$ cat config.mk
export PLATFORM = sky130hd
export DESIGN_NAME = video_in_wb_writer
export DESIGN_NICKNAME = d
export VERILOG_FILES = /design/src/rtl/video_in_pkg.sv /design/src/rtl/wb_addr_gen.sv /design/src/rtl/video_in_wb_writer.sv
export SDC_FILE = /design/constraint.sdc
export NUM_CORES = 1
export LEC_CHECK = 0
export BUFFER_PORTS_ARGS = -buffer_cell sky130_fd_sc_hd__buf_4
export CORE_ASPECT_RATIO = 0.6
export CORE_UTILIZATION = 50
export CTS_CLUSTER_SIZE = 25
export DETAILED_ROUTE_END_ITERATION = 16
export PLACE_DENSITY = 0.79
export SYNTH_ARGS = -nofsm -noshare
export SYNTH_HDL_FRONTEND = slang
export SYNTH_SLANG_ARGS = --single-unit
export TNS_END_PERCENT = 1
$ cat constraint.sdc
create_clock -name clk -period 2.4 [get_ports clk]
set_input_delay 0.12 -clock clk [delete_from_list [all_inputs] [get_ports clk]]
set_output_delay 0.12 -clock clk [all_outputs]
set_load 0.02 [all_outputs]
$ cat src/rtl/video_in_pkg.sv
// Shared video-in definitions: writer FSM states, default sizing and Wishbone CTI codes.
package video_in_pkg;

    localparam int DATA_SIZE_DEF   = 32;
    localparam int NB_PACK_DEF     = 16;
    localparam int FRAME_WORDS_DEF = 76800;

    localparam logic [2:0] CTI_INCR = 3'b010;
    localparam logic [2:0] CTI_END  = 3'b111;

    typedef enum logic [2:0] {
        ST_IDLE   = 3'd0,
        ST_LOAD   = 3'd1,
        ST_REQ    = 3'd2,
        ST_POP    = 3'd3,
        ST_SETTLE = 3'd4,
        ST_END    = 3'd5
    } wr_state_t;

    function automatic logic [2:0] burst_cti(input logic last_word);
        return last_word ? CTI_END : CTI_INCR;
    endfunction

endpackage

$ cat src/rtl/wb_addr_gen.sv
// Frame word index, frame-end detection, frame buffer selection and byte address.
// DOUBLE_BUFFER_EN: alternate between frame_base0 and frame_base1 on each completed frame.
module wb_addr_gen #(
    parameter int ADDR_W      = 32,
    parameter int FRAME_WORDS = 76800
) (
    input  logic              clk,
    input  logic              nRST,
    input  logic              inc,
    input  logic              restart,
    input  logic              frame_ack,
    input  logic [ADDR_W-1:0] frame_base0,
    input  logic [ADDR_W-1:0] frame_base1,
    output logic [ADDR_W-1:0] addr,
    output logic              frame_end,
    output logic              buf_sel
);
    localparam int IDX_W = $clog2(FRAME_WORDS);
    localparam logic [IDX_W-1:0] LAST_IDX = IDX_W'(FRAME_WORDS - 1);

    logic [IDX_W-1:0]  word_idx_r;
    logic              frame_end_r;
    logic [ADDR_W-1:0] base_s;

    // Word index wraps on the last word of the frame; the flag remembers that until END
    always_ff @(posedge clk or negedge nRST) begin
        if (!nRST) begin
            word_idx_r  <= {IDX_W{1'b0}};
            frame_end_r <= 1'b0;
        end else if (restart) begin
            word_idx_r  <= {IDX_W{1'b0}};
            frame_end_r <= 1'b0;
        end else if (inc) begin
            if (word_idx_r == LAST_IDX) begin
                word_idx_r  <= {IDX_W{1'b0}};
                frame_end_r <= 1'b1;
            end else begin
                word_idx_r  <= word_idx_r + IDX_W'(1);
                frame_end_r <= frame_end_r;
            end
        end else if (frame_ack) begin
            word_idx_r  <= word_idx_r;
            frame_end_r <= 1'b0;
        end else begin
            word_idx_r  <= word_idx_r;
            frame_end_r <= frame_end_r;
        end
    end

`ifdef DOUBLE_BUFFER_EN
    logic buf_sel_r;

    // Toggle the target buffer when END retires a completed frame
    always_ff @(posedge clk or negedge nRST) begin
        if (!nRST) begin
            buf_sel_r <= 1'b0;
        end else if (frame_ack && frame_end_r) begin
            buf_sel_r <= ~buf_sel_r;
        end else begin
            buf_sel_r <= buf_sel_r;
        end
    end

    assign base_s  = buf_sel_r ? frame_base1 : frame_base0;
    assign buf_sel = buf_sel_r;
`else
    logic unused_base1_s;

    assign unused_base1_s = ^frame_base1;
    assign base_s         = frame_base0;
    assign buf_sel        = 1'b0;
`endif

    assign addr      = base_s + ADDR_W'({word_idx_r, 2'b00});
    assign frame_end = frame_end_r;

endmodule

$ cat src/rtl/video_in_wb_writer.sv
// Drains NB_PACK-word packets from the video-in FIFO into the frame buffer as Wishbone bursts.
// DOUBLE_BUFFER_EN: frames alternate between frame_base0 and frame_base1.
module video_in_wb_writer
    import video_in_pkg::*;
#(
    parameter int DATA_SIZE   = DATA_SIZE_DEF,
    parameter int ADDR_W      = 32,
    parameter int NB_PACK     = NB_PACK_DEF,
    parameter int FRAME_WORDS = FRAME_WORDS_DEF
) (
    input  logic                 clk,
    input  logic                 nRST,
    input  logic [DATA_SIZE-1:0] fifo_data,
    input  logic                 fifo_pack_available,
    output logic                 fifo_r_ack,
    input  logic                 frame_start,
    input  logic [ADDR_W-1:0]    frame_base0,
    input  logic [ADDR_W-1:0]    frame_base1,
    output logic                 frame_done,
    output logic                 buf_sel,
    output logic                 wb_cyc_o,
    output logic                 wb_stb_o,
    output logic                 wb_we_o,
    output logic [ADDR_W-1:0]    wb_adr_o,
    output logic [DATA_SIZE-1:0] wb_dat_o,
    output logic [3:0]           wb_sel_o,
    output logic [2:0]           wb_cti_o,
    output logic [1:0]           wb_bte_o,
    input  logic                 wb_ack_i
);
    localparam int BC_W = $clog2(NB_PACK + 1);
    localparam logic [BC_W-1:0] BC_FULL = BC_W'(NB_PACK);
    localparam logic [BC_W-1:0] BC_LAST = BC_W'(NB_PACK - 1);

    wr_state_t             state_r, state_s;
    logic                  settle_r, armed_r, pending_r;
    logic [BC_W-1:0]       burst_cnt_r;
    logic                  restart_s, inc_s, frame_ack_s, frame_end_s;
    logic [ADDR_W-1:0]     addr_s;
    logic                  cyc_r, stb_r, we_r, r_ack_r, frame_done_r;
    logic [ADDR_W-1:0]     adr_r;
    logic [DATA_SIZE-1:0]  dat_r;
    logic [2:0]            cti_r;

    // A pending restart, or one arriving in END, wins over clearing armed at frame end
    assign restart_s   = ((state_r == ST_IDLE) && frame_start) ||
                         ((state_r == ST_END) && (pending_r || frame_start));
    assign inc_s       = (state_r == ST_POP);
    assign frame_ack_s = (state_r == ST_END);

    wb_addr_gen #(
        .ADDR_W      (ADDR_W),
        .FRAME_WORDS (FRAME_WORDS)
    ) u_addr_gen (
        .clk         (clk),
        .nRST        (nRST),
        .inc         (inc_s),
        .restart     (restart_s),
        .frame_ack   (frame_ack_s),
        .frame_base0 (frame_base0),
        .frame_base1 (frame_base1),
        .addr        (addr_s),
        .frame_end   (frame_end_s),
        .buf_sel     (buf_sel)
    );

    // State register
    always_ff @(posedge clk or negedge nRST) begin
        if (!nRST) begin
            state_r <= ST_IDLE;
        end else begin
            state_r <= state_s;
        end
    end

    // Next-state logic
    always_comb begin
        state_s = state_r;
        case (state_r)
            ST_IDLE: begin
                if (armed_r && fifo_pack_available) state_s = ST_LOAD;
                else                                state_s = ST_IDLE;
            end
            ST_LOAD: state_s = ST_REQ;
            ST_REQ: begin
                if (wb_ack_i) state_s = ST_POP;
                else          state_s = ST_REQ;
            end
            ST_POP: state_s = ST_SETTLE;
            ST_SETTLE: begin
                if (settle_r) begin
                    if (burst_cnt_r < BC_FULL) state_s = ST_LOAD;
                    else                       state_s = ST_END;
                end else begin
                    state_s = ST_SETTLE;
                end
            end
            ST_END:  state_s = ST_IDLE;
            default: state_s = ST_IDLE;
        endcase
    end

    // Settle timer, burst word count and frame arming
    always_ff @(posedge clk or negedge nRST) begin
        if (!nRST) begin
            settle_r    <= 1'b0;
            burst_cnt_r <= {BC_W{1'b0}};
            armed_r     <= 1'b0;
            pending_r   <= 1'b0;
        end else begin
            settle_r <= (state_r == ST_SETTLE) ? ~settle_r : 1'b0;
            case (state_r)
                ST_POP:  burst_cnt_r <= burst_cnt_r + BC_W'(1);
                ST_END:  burst_cnt_r <= {BC_W{1'b0}};
                default: burst_cnt_r <= burst_cnt_r;
            endcase
            if (state_r == ST_END) begin
                pending_r <= 1'b0;
                if (pending_r || frame_start) armed_r <= 1'b1;
                else if (frame_end_s)         armed_r <= 1'b0;
                else                          armed_r <= armed_r;
            end else if (frame_start) begin
                if (state_r == ST_IDLE) armed_r   <= 1'b1;
                else                    pending_r <= 1'b1;
            end else begin
                armed_r   <= armed_r;
                pending_r <= pending_r;
            end
        end
    end

    // Registered bus outputs; strobes follow the state being entered
    always_ff @(posedge clk or negedge nRST) begin
        if (!nRST) begin
            cyc_r        <= 1'b0;
            stb_r        <= 1'b0;
            we_r         <= 1'b0;
            r_ack_r      <= 1'b0;
            frame_done_r <= 1'b0;
            adr_r        <= {ADDR_W{1'b0}};
            dat_r        <= {DATA_SIZE{1'b0}};
            cti_r        <= 3'b000;
        end else begin
            cyc_r        <= (state_s == ST_LOAD) || (state_s == ST_REQ) ||
                            (state_s == ST_POP)  || (state_s == ST_SETTLE);
            stb_r        <= (state_s == ST_REQ);
            we_r         <= (state_s == ST_REQ);
            r_ack_r      <= (state_s == ST_POP);
            frame_done_r <= (state_s == ST_END) && frame_end_s;
            if (state_r == ST_LOAD) begin
                dat_r <= fifo_data;
                adr_r <= addr_s;
                cti_r <= burst_cti(burst_cnt_r == BC_LAST);
            end else begin
                dat_r <= dat_r;
                adr_r <= adr_r;
                cti_r <= cti_r;
            end
        end
    end

    assign wb_cyc_o   = cyc_r;
    assign wb_stb_o   = stb_r;
    assign wb_we_o    = we_r;
    assign wb_adr_o   = adr_r;
    assign wb_dat_o   = dat_r;
    assign wb_cti_o   = cti_r;
    assign wb_sel_o   = 4'hF;
    assign wb_bte_o   = 2'b00;
    assign fifo_r_ack = r_ack_r;
    assign frame_done = frame_done_r;

endmodule

==> flow_summary.ini <==
[yosys]
synth_simple_gate_area_share_pct = 24.3
synth_compound_area_share_pct = 15.0
yosys.cell_types.count = 58
synth_edf_count = 0
ys.flop_type = dfrtp_1
syn_area_mm2 = 0.00537
synth_seq_cells = 99
synthCells = 624
synth_top_family_by_area = simple AND/OR/NAND/NOR gates
synthAdderAreaFrac_pct = 5.03
yosys-mux-area-fraction_pct = 0
synthArstFlopShare_pct = 100
avgSynthCellArea_um2 = 8.61
yosysSeqAreaShare_pct = 46.1
yosys.area_share.xor_xnor_pct = 5.05
ys_warn_count = 0

[route]
dr.pass1.iters = 5
drc = 0
avgViaCountPerCell = 5.51
ant_nets = 0
drtIter0Drc = 310
vias = 5177
routedWlPerCell_um = 16.3
drt-total-wl_um = 15300

[clocking]
cts.htree.levels = 3
clk_pin_slew_ns = 0.07
cts_buffer_depth = 2
cts_tree = built
cts.sinks = 99
cts.root.buffer_cell = clkbuf_16
cts_made_buffers = 9
clock_latency_ns = 0.35
cts_setup_buffers = 0

[run_status]
outcome = finished, final reports clean

[grt]
grtUsageTotal_pct = 27.9
grt_max_degree = 63
antenna_found_initial = 0
grt_pass1_vias = 4705
gr-total-overflow = 0
grt_first_pass_wirelength_um = 23700

[setup_path]
cp-start-kind = flip-flop
worstPathRequired_ns = 2.67
cp_max_fo = 5
path_class = reg2reg
reg2reg_depth = 8
cp-end-kind = flip-flop
arrival_ns = 2.64
r2r_setup_slack_ns = 0.03

[timing]
finalCritPeriodShare_pct = 98.7
rsz0062_at_grt = true
setup_viol = 0
finalHoldViolations = 0
post-route-min-period_ns = 2.37
relSlewSlack_pct = 57.9
max_freq_mhz = 422
drv_slew = 0
whs_ns = 0.0445
fin_ws_ns = 0.0307
fin_skew_ns = 0.00718
worst_slew_pin_slew_ns = 0.632

[layout]
drive_gt1_share_pct = 25.5
finalNonFillerCells = 940
n_antenna_cell = 0
postLayoutCellArea_mm2 = 0.00726
area_growth_pct = 35.2
nNetsFinal = 922

[hold_path]
hold_path_depth = 3
min_path_type = in2reg

[floorplan]
core-area_mm2 = 0.0102
rows = 28
pin_count = 180
die-area_mm2 = 0.0112
dieHeight_um = 82.3
initial_utilization_pct = 52.9
die_w_um = 136

[placement]
placed_area_mm2 = 0.00659
dp.cells = 889
pre_cts_ws_ns = -0.0217
place_congestion = 0.902
io_buffers = 140
hpwl_um = 10800

[power]
peakVddDrop_mv = 0.773
pwr_density_cell_mw_per_mm2 = 1060
p_leak_nw = 3.54

[job]
drv_cap = 0
-- what timing repair did --
action	in CTS	in global routing
hold buffers	35	0
pin swaps	0	2
setup endpoints to repair	2	19
gates resized for setup	1	11
hold endpoints to repair	78	0
-- critical path, stage by stage (launching register included) --
cell and delay (ns):
dfrtp_1 0.45, ha_1 0.41, nand3_1 0.15, nor2_2 0.18, o211ai_2 0.13, a21oi_2 0.24, a41oi_2 0.22, or3_1 0.35
a31oi_1 0.16
-- cell usage in the layout (no fill, tap or decap), drive strengths merged, types with 2 or more instances in the layout --
master	n
and2	5
nand2	182
xnor2	8
clkbuf	9
a211oi	4
conb	7
a21o	6
nor2b	2
o2111ai	2
dlygate4sd3	35
o31ai	5
xor2	23
nor3b	3
o21bai	2
or3	2
inv	15
nand2b	6
clkinv	4
dfrtp	99
buf	157
nor3	6
or2	2
and3	15
nand4	4
nand3	17
nand3b	3
nor4	2
o211ai	4
and4	3
o21ai	68
nor2	36
a31oi	7
ha	20
a21oi	28
clkinvlp	2
a22o	2
-- Yosys cell counts (all sizes together) (7+ instances only) --
| master | number | area (um^2) |
|---|---|---|
| ha | 20 | 250 |
| a31oi | 7 | 58.8 |
| nand3 | 17 | 85.1 |
| nand2 | 182 | 683 |
| xor2 | 23 | 201 |
| and3 | 15 | 97.6 |
| clkbuf | 15 | 66.3 |
| a21oi | 28 | 148 |
| dfrtp | 99 | 2480 |
| inv | 14 | 52.6 |
| nor2 | 36 | 138 |
| o21ai | 68 | 344 |
| xnor2 | 8 | 70.1 |
| buf | 17 | 119 |
-- power breakdown --
| part | switching [mW] | internal [mW] | leakage (nW) | total, mW |
|---|---|---|---|---|
| clock | 0.680 | 0.721 | 0.136 | 1.40 |
| sequential | 0.423 | 2.31 | 1.25 | 2.73 |
| combinational | 2.15 | 1.44 | 2.15 | 3.59 |
-- sequential cells by signal, summed over array words and instances (netlist names) --
signal,cells
burst_cnt_r,5
wb_cti_o,2
wb_we_o,1
settle_r,1
pending_r,1
wb_cyc_o,1
fifo_r_ack,1
wb_adr_o,32
frame_done,1
u_addr_gen.frame_end,1
armed_r,1
wb_dat_o,32
u_addr_gen.word_idx_r,17
state_r,3
-- final timing paths --
| kind | start | endpoint |
|---|---|---|
| worst max-delay path | u_addr_gen.word_idx_r[3] | wb_adr_o[29] |
| worst min-delay path | frame_start | pending_r |
| worst max register to register | u_addr_gen.word_idx_r[3] | wb_adr_o[29] |
| worst min register to register | wb_dat_o[30] | wb_dat_o[30] |
| max in group asynchronous | nRST | wb_we_o |
| min in group asynchronous | nRST | wb_dat_o[21] |
-- final cells by class --
type	instances	area, um^2
sequential	99	2480
timing repair buffer	192	1550
fill	756	2900
tap	135	169
clock buffer	9	225
multi-input combinational	484	2720
inverter	14	52.6
clock inverter	7	65.1
-- cells by family (layout without fill, tap and decap cells) --
family	count (synthesis)	in the layout
simple gates	291	291
compound gates	134	134
flops	99	99
buf+inv	46	222
xor+xnor	31	31
fa+ha+maj	21	21
other cells	2	7
-- per-stage QoR --
stage               power (mW)  setup TNS, ns  util, %
CTS                       7.71              0     71.2
floorplan                 4.71              0        -
global route              8.23         -0.226     71.5
detailed placement        6.27        -0.0217     64.8
global placement          6.12              0     64.8
finish                    7.72              0     71.5
-- per-layer routing --
| metal | track usage, % | share of wire [%] | vias to the layer above |
|---|---|---|---|
| li1 | - | - | 2461 |
| met1 | 38.6 | 45 | 2454 |
| met2 | 43.3 | 44 | 236 |
| met3 | 8.00 | 10 | 26 |
| met4 | 6.63 | 1.3 | 0 |
| met5 | 0 | 0 | - |
Note: power is estimated with default switching activity, not from simulation.
